===== src/rtl/reg_file_sb.sv =====
// reg_file_sb: parametrised register file with two combinational read ports,
// one synchronous write port, a per-register pending scoreboard and a
// pending-entry counter used by decode for RAW hazard detection.
//
// Ports:
//   clk, rst (async, active-high)
//   wr_en / wr_addr / wr_data          writeback port
//   rd_enN / rd_addrN -> rd_dataN, rd_rdyN (N = 1, 2) operand read ports
//   rsv_en / rsv_addr                  mark a register pending
//   pend_cnt                           number of pending registers
//
// Optional: define REG_FILE_BYPASS_EN to forward same-cycle write data
// to matching read ports.

module reg_file_sb #(
    parameter  int DATA_W   = 16,
    parameter  int NUM_REGS = 16,
    parameter  int ZERO_REG = 1,
    localparam int ADDR_W   = $clog2(NUM_REGS),
    localparam int CNT_W    = $clog2(NUM_REGS + 1)
) (
    input  logic              clk,
    input  logic              rst,
    input  logic              wr_en,
    input  logic [ADDR_W-1:0] wr_addr,
    input  logic [DATA_W-1:0] wr_data,
    input  logic              rd_en1,
    input  logic [ADDR_W-1:0] rd_addr1,
    output logic [DATA_W-1:0] rd_data1,
    output logic              rd_rdy1,
    input  logic              rd_en2,
    input  logic [ADDR_W-1:0] rd_addr2,
    output logic [DATA_W-1:0] rd_data2,
    output logic              rd_rdy2,
    input  logic              rsv_en,
    input  logic [ADDR_W-1:0] rsv_addr,
    output logic [CNT_W-1:0]  pend_cnt
);

    logic [DATA_W-1:0]   regs [NUM_REGS];
    logic [NUM_REGS-1:0] pend;
    logic [NUM_REGS-1:0] pend_nxt;
    logic [CNT_W-1:0]    cnt;

    logic wr_ok;
    logic rsv_ok;
    logic inc;
    logic dec;

    function automatic logic is_zero(input logic [ADDR_W-1:0] a);
        return (ZERO_REG != 0) && (a == '0);
    endfunction

    assign wr_ok  = wr_en && !is_zero(wr_addr);
    assign rsv_ok = rsv_en && !is_zero(rsv_addr);

    // A reserve that lands on the register being written keeps it pending,
    // so such a write must not decrement the count.
    assign inc = rsv_ok && !pend[rsv_addr];
    assign dec = wr_ok && pend[wr_addr]
                 && !(rsv_ok && (rsv_addr == wr_addr));

    always_comb begin
        pend_nxt = pend;
        if (wr_ok) pend_nxt[wr_addr] = 1'b0;
        if (rsv_ok) pend_nxt[rsv_addr] = 1'b1;
    end

    always_ff @(posedge clk or posedge rst) begin
        if (rst) begin
            for (int i = 0; i < NUM_REGS; i++) regs[i] <= '0;
            pend <= '0;
            cnt  <= '0;
        end else begin
            if (wr_ok) regs[wr_addr] <= wr_data;
            pend <= pend_nxt;
            cnt  <= cnt + CNT_W'(inc) - CNT_W'(dec);
        end
    end

    assign pend_cnt = cnt;

    always_comb begin
        rd_data1 = '0;
        rd_rdy1  = 1'b1;
        if (!rst && rd_en1 && !is_zero(rd_addr1)) begin
`ifdef REG_FILE_BYPASS_EN
            if (wr_ok && (rd_addr1 == wr_addr)) begin
                rd_data1 = wr_data;
            end else begin
                rd_data1 = regs[rd_addr1];
                rd_rdy1  = !pend[rd_addr1];
            end
`else
            rd_data1 = regs[rd_addr1];
            rd_rdy1  = !pend[rd_addr1];
`endif
        end
    end

    always_comb begin
        rd_data2 = '0;
        rd_rdy2  = 1'b1;
        if (!rst && rd_en2 && !is_zero(rd_addr2)) begin
`ifdef REG_FILE_BYPASS_EN
            if (wr_ok && (rd_addr2 == wr_addr)) begin
                rd_data2 = wr_data;
            end else begin
                rd_data2 = regs[rd_addr2];
                rd_rdy2  = !pend[rd_addr2];
            end
`else
            rd_data2 = regs[rd_addr2];
            rd_rdy2  = !pend[rd_addr2];
`endif
        end
    end

endmodule


===== config.mk =====
export PLATFORM = sky130hd
export DESIGN_NAME = reg_file_sb
export DESIGN_NICKNAME = d
export VERILOG_FILES = /design/src/rtl/reg_file_sb.sv
export SDC_FILE = /design/constraint.sdc
export NUM_CORES = 1
export LEC_CHECK = 0
export ABC_AREA = 0
export BUFFER_PORTS_ARGS = -buffer_cell sky130_fd_sc_hd__buf_2
export CORE_MARGIN = 2
export CORE_UTILIZATION = 65
export CTS_CLUSTER_DIAMETER = 60
export DETAILED_ROUTE_END_ITERATION = 7
export GPL_TIMING_DRIVEN = 0
export PLACE_DENSITY = 0.82
export REMOVE_ABC_BUFFERS = 1
export SYNTH_ARGS = -nofsm -noshare
export SYNTH_HDL_FRONTEND = slang
export SYNTH_SLANG_ARGS = --single-unit

===== constraint.sdc =====
create_clock -name clk -period 13.9 [get_ports clk]
set_input_delay 0 -clock clk [delete_from_list [all_inputs] [get_ports clk]]
set_output_delay 0 -clock clk [all_outputs]
set_load 0.1 [all_outputs]

==> Word level (Yosys, flattened, before mapping) <==
Index checks and enable logic that the tools add are counted.
{ "op_classes": {"n_addsub": 2, "n_lt_le_gt_ge": 10, "n_eq_ne": 1, "muxes": 27, "bitwise_logic": 6, "n_reduce_logical": 26} }
{ "op_table": {"columns": ["operator", "n"], "rows": [
  ["bitwise mux 256 bit", 1],
  ["2-to-1 mux 16 bit", 9],
  ["binary-select mux 16 bit (select 4 bit)", 2],
  ["demux 16 bit (select 4 bit)", 1],
  ["< comparator 4 x 5 -> 1 bit (second input constant)", 4],
  ["AND 16 bit", 1],
  ["binary-select mux 1 bit (select 4 bit)", 4],
  ["zero test 4 bit", 4],
  ["inverter 16 bit", 1],
  ["OR 16 bit", 1],
  ["greater-or-equal comparator 5 bit (second input constant)", 3],
  ["inverter 4 -> 5 bit", 3],
  ["logical AND 1 bit", 13],
  ["zero test 1 bit", 9],
  ["demux 1 bit (select 4 bit)", 2],
  ["greater-or-equal comparator 4 x 1 -> 1 bit (second input constant)", 2],
  ["2-to-1 mux 1 bit", 8],
  ["adder 5 x 1 -> 5 bit", 1],
  ["< comparator 5 x 1 -> 1 bit (second input constant)", 1],
  ["subtractor 5 x 1 -> 5 bit", 1],
  ["== test 4 bit", 1]
]} }
{ "word_totals": {"reg_bits": 277, "in_bits": 38, "output_inout_bits": 39} }

==> Logic depth before layout (Yosys ltp) <==
{ "depth": {"ltp_word": 9, "mapped_depth": 14} }

==> Least setup slack after synthesis <==
No wires, ideal clock.
{ "synth_timing": {"path_type": "input-to-output", "startpoint": "input port rst", "endpoint": "output port rd_data1[10]", "arrival_ns": 5.883, "t_required_ns": 13.900, "slack_ns": 8.017, "path_stages": 7, "path_cell_list": "inv_2 -> and3_1 -> clkbuf_1 -> buf_2 -> clkbuf_1 -> a32oi_1 -> o211ai_1"} }
{ "synth_via": {"elab_chain_cells": 4} }
{ "synth_rtl": {"columns": ["element", "line", "text"], "rows": [
  ["start: declaration", "23", "input logic rst,"],
  ["zero test 1 bit", "86", "if (!rst && rd_en1 && !is_zero(rd_addr1)) begin"],
  ["logical AND 1 bit (2 in a row)", "86", null],
  ["2-to-1 mux 16 bit", "86", null],
  ["end: declaration", "29", "output logic [DATA_W-1:0] rd_data1,"]
]} }
Every way passes these cells.

==> Worst setup path after layout <==
{ "layout_timing": {"startpoint": "input port rst", "endpoint": "output port rd_data1[2]"} }
Same word-level chain as after synthesis.

==> results by group <==
Status
  – Outcome: finished, final reports clean

Min path
  – Hold Crit Start: wr_addr[1]
  – Hold depth: 4
  – Hold Path End: pend[10]
  – HP Class: primary input to register

Global routing
  – Tot GR Track Use: 0.326
  – Initial antenna violation count: 0
  – First-pass GRT wire length: 61100 µm
  – Vias in the first global route: 10800
  – GRT overflow: 0
  – Largest net degree at the start of global routing: 122

Layout
  – Util after Layout: 0.733
  – Antenna fix cells: 0
  – Layout Cells excl Fill: 1474
  – Area Overhead vs Synth: 10.7%
  – Fill cells: 1498
  – Final net count: 1175
  – Layout cell share with drive strength beyond 1: 0.433

Power and ir drop
  – Leakage: 7.42 nW
  – Worst VDD drop: 0.121 mV
  – Cell Pwr Density: 157 nW/µm²

Clock tree
  – CTS root buf: clkbuf_16
  – Total CTS buffers: 30
  – Clk sinks: 277
  – Clk slew on worst S/H paths: 60 ps
  – Clock Latency Late Sink: 560 ps
  – CTS tree: done
  – Post_cts resized: 0
  – Clk buf depth: 3
  – H-tree levels: 1

Synthesis
  – Post-Syn Area: 15500 µm²
  – Netlist cell types: 53
  – Warnings from Yosys: 0
  – Top FF cell, synth: dfrtp_1
  – Syn Area/Cell: 14.0 µm²
  – Area leader, netlist: dfrtp_1
  – Count leader, synth: dfrtp_1
  – Synthesis-stage register bit count: 277
  – Synth async-reset ratio: 1.00
  – Register area share after synthesis: 0.446
  – Post-synth top area share: 0.446
  – Top cells by count, synth: dfrtp_1, mux2_2, mux4_2, mux2i_1, nand2_1
  – Syn Inst Count: 1108
  – EDFF count, synth: 0
  – Ranking of synthesized cells by area: dfrtp_1, mux2_2, mux4_2

Timing
  – Slew HR: 0.0491
  – Worst-margin pin slew: 1430 ps
  – Pins over their slew limit: 0
  – Setup TNS: 0 ps
  – Clock Skews: 6.77 ps
  – Final worst path period need: 3590 ps
  – Final Hold Fails: 0
  – Fmax achieved: 279 MHz
  – Hold Slack: 141 ps
  – Final number of setup-violating endpoints: 0
  – RSZ-0062 raised after global routing: no
  – Final period utilization: 0.258
  – Final setup margin: 10310 ps

Placement
  – Input/output buffers: 76
  – Detailed Place HPWL: 22300 µm
  – Setup WS pre-CTS: 10520 ps
  – Global placer's final weighted congestion: 0.856
  – Post-Place Cells: 1388

Floorplanning
  – I/O pins: 77
  – Initial core utilization: 0.662
  – Core Box Area: 23500 µm²
  – Die area: 25200 µm²
  – Die width: 159 µm
  – Die height: 159 µm
  – Site row count: 56

Worst setup path
  – Crit start category: primary input
  – R2R Setup Slk: 11060 ps
  – Crit Path Max Fanout: 18
  – WP data required: 13900 ps
  – Reg2reg start: pend[15]
  – Worst endpoint data arrival time: 3590 ps
  – WS Path Type: primary input to primary output
  – RR Endpoint: pend_cnt[4]
  – Reg2Reg Depth: 13
  – CP endpoint kind: primary output

Detailed routing
  – DRT iter0 DRCs: 871
  – Pre-Repair DR Iteration Count: 5
  – Vias: 10400
  – Post-Route WL: 39700 µm
  – Vias per inst: 7.02
  – Average routed wire per standard cell: 26.9 µm
  – Final ANT Viol Nets: 0
  – DRC viols: 0

Flow run
  – Max-Cap Viols: 0
## cell families after synthesis
kind of cell    share of synthesized area
compound gates                     0.0584
xor+xnor                          0.00451
fa+ha+maj                         0.00531
buf+inv                            0.0483
flops                               0.446
mux                                 0.386
simple gates                       0.0512
## layout make-up
| cell class | instances | area [µm²] | share of cell area |
|---|---|---|---|
| flip-flops and latches | 277 | 6930 | 0.403 |
| clock inverters | 13 | 214 | 0.0124 |
| inverters | 12 | 52.6 | 0.00306 |
| repair buffers | 111 | 853 | 0.0496 |
| multi-input cells | 699 | 7870 | 0.457 |
| clock buffers | 43 | 880 | 0.0511 |
| well taps | 319 | 399 | 0.0232 |
## registers in the layout, indices dropped and copies added (netlist names)
register and cells:
pend 16, pend_cnt 5, regs 256
## per-layer routing
layer,vias to the layer above,global-route usage,share of wire
met5,-,0,0
met3,141,0.0566,0.077
met2,549,0.526,0.49
li1,4288,-,-
met4,0,0.153,0.044
met1,5376,0.437,0.39
## critical path, cell delays in order
cell and delay [ps]:
dlygate4sd3_1 540, buf_2 170, nor3b_1 240, o31a_1 1060, nor2b_1 790, a221o_1 320, buf_2 440
## what timing repair did
item	4_1_cts	5_1_grt
buffers inserted	0	0
hold endpoints to repair	372	0
hold buffers	29	0
endpoints found under the setup margin	0	0
## metrics by stage
step           total power, W  area (µm²)
6_report              0.00271       17200
5_1_grt               0.00282       17200
4_1_cts               0.00271       17200
3_5_place_dp          0.00182       15800
3_3_place_gp          0.00178       15600
2_1_floorplan         0.00165       14800
## power breakdown
group          switching (W)  internal, W  total, W
logic               0.000351     0.000351  0.000702
registers           0.000144     0.000989   0.00113
clock network       0.000339     0.000534  0.000873
## layout by cell type (no fill, tap or decap), types with 11 or more instances in the layout
cell           netlist  layout
a22oi_1             14      14
o21ai_0             16      16
nand4_1             21      21
a221o_1             12      12
dlygate4sd3_1        0      29
dfrtp_1            277     277
buf_2               27      72
mux2_2             214     214
clkbuf_16            0      30
mux2i_1             70      70
mux2_4              27      27
nand2_1             69      69
a22o_1              13      13
a32oi_1             20      20
and3_1              15      13
mux4_2             107     107
inv_1               11      11
o211ai_1            22      22
## worst max path at each step
stage	startpoint	endpoint	slack (ps)
2_1_floorplan	rst	rd_data1[14]	8070
3_3_place_gp	rst	rd_data2[11]	6820
3_5_place_dp	rd_addr1[0]	rd_data1[2]	10520
4_1_cts	rst	rd_data1[13]	10200
5_1_grt	rst	rd_data1[9]	10200
6_report	rst	rd_data1[2]	10310
Note: power is estimated with default switching activity, not from simulation.
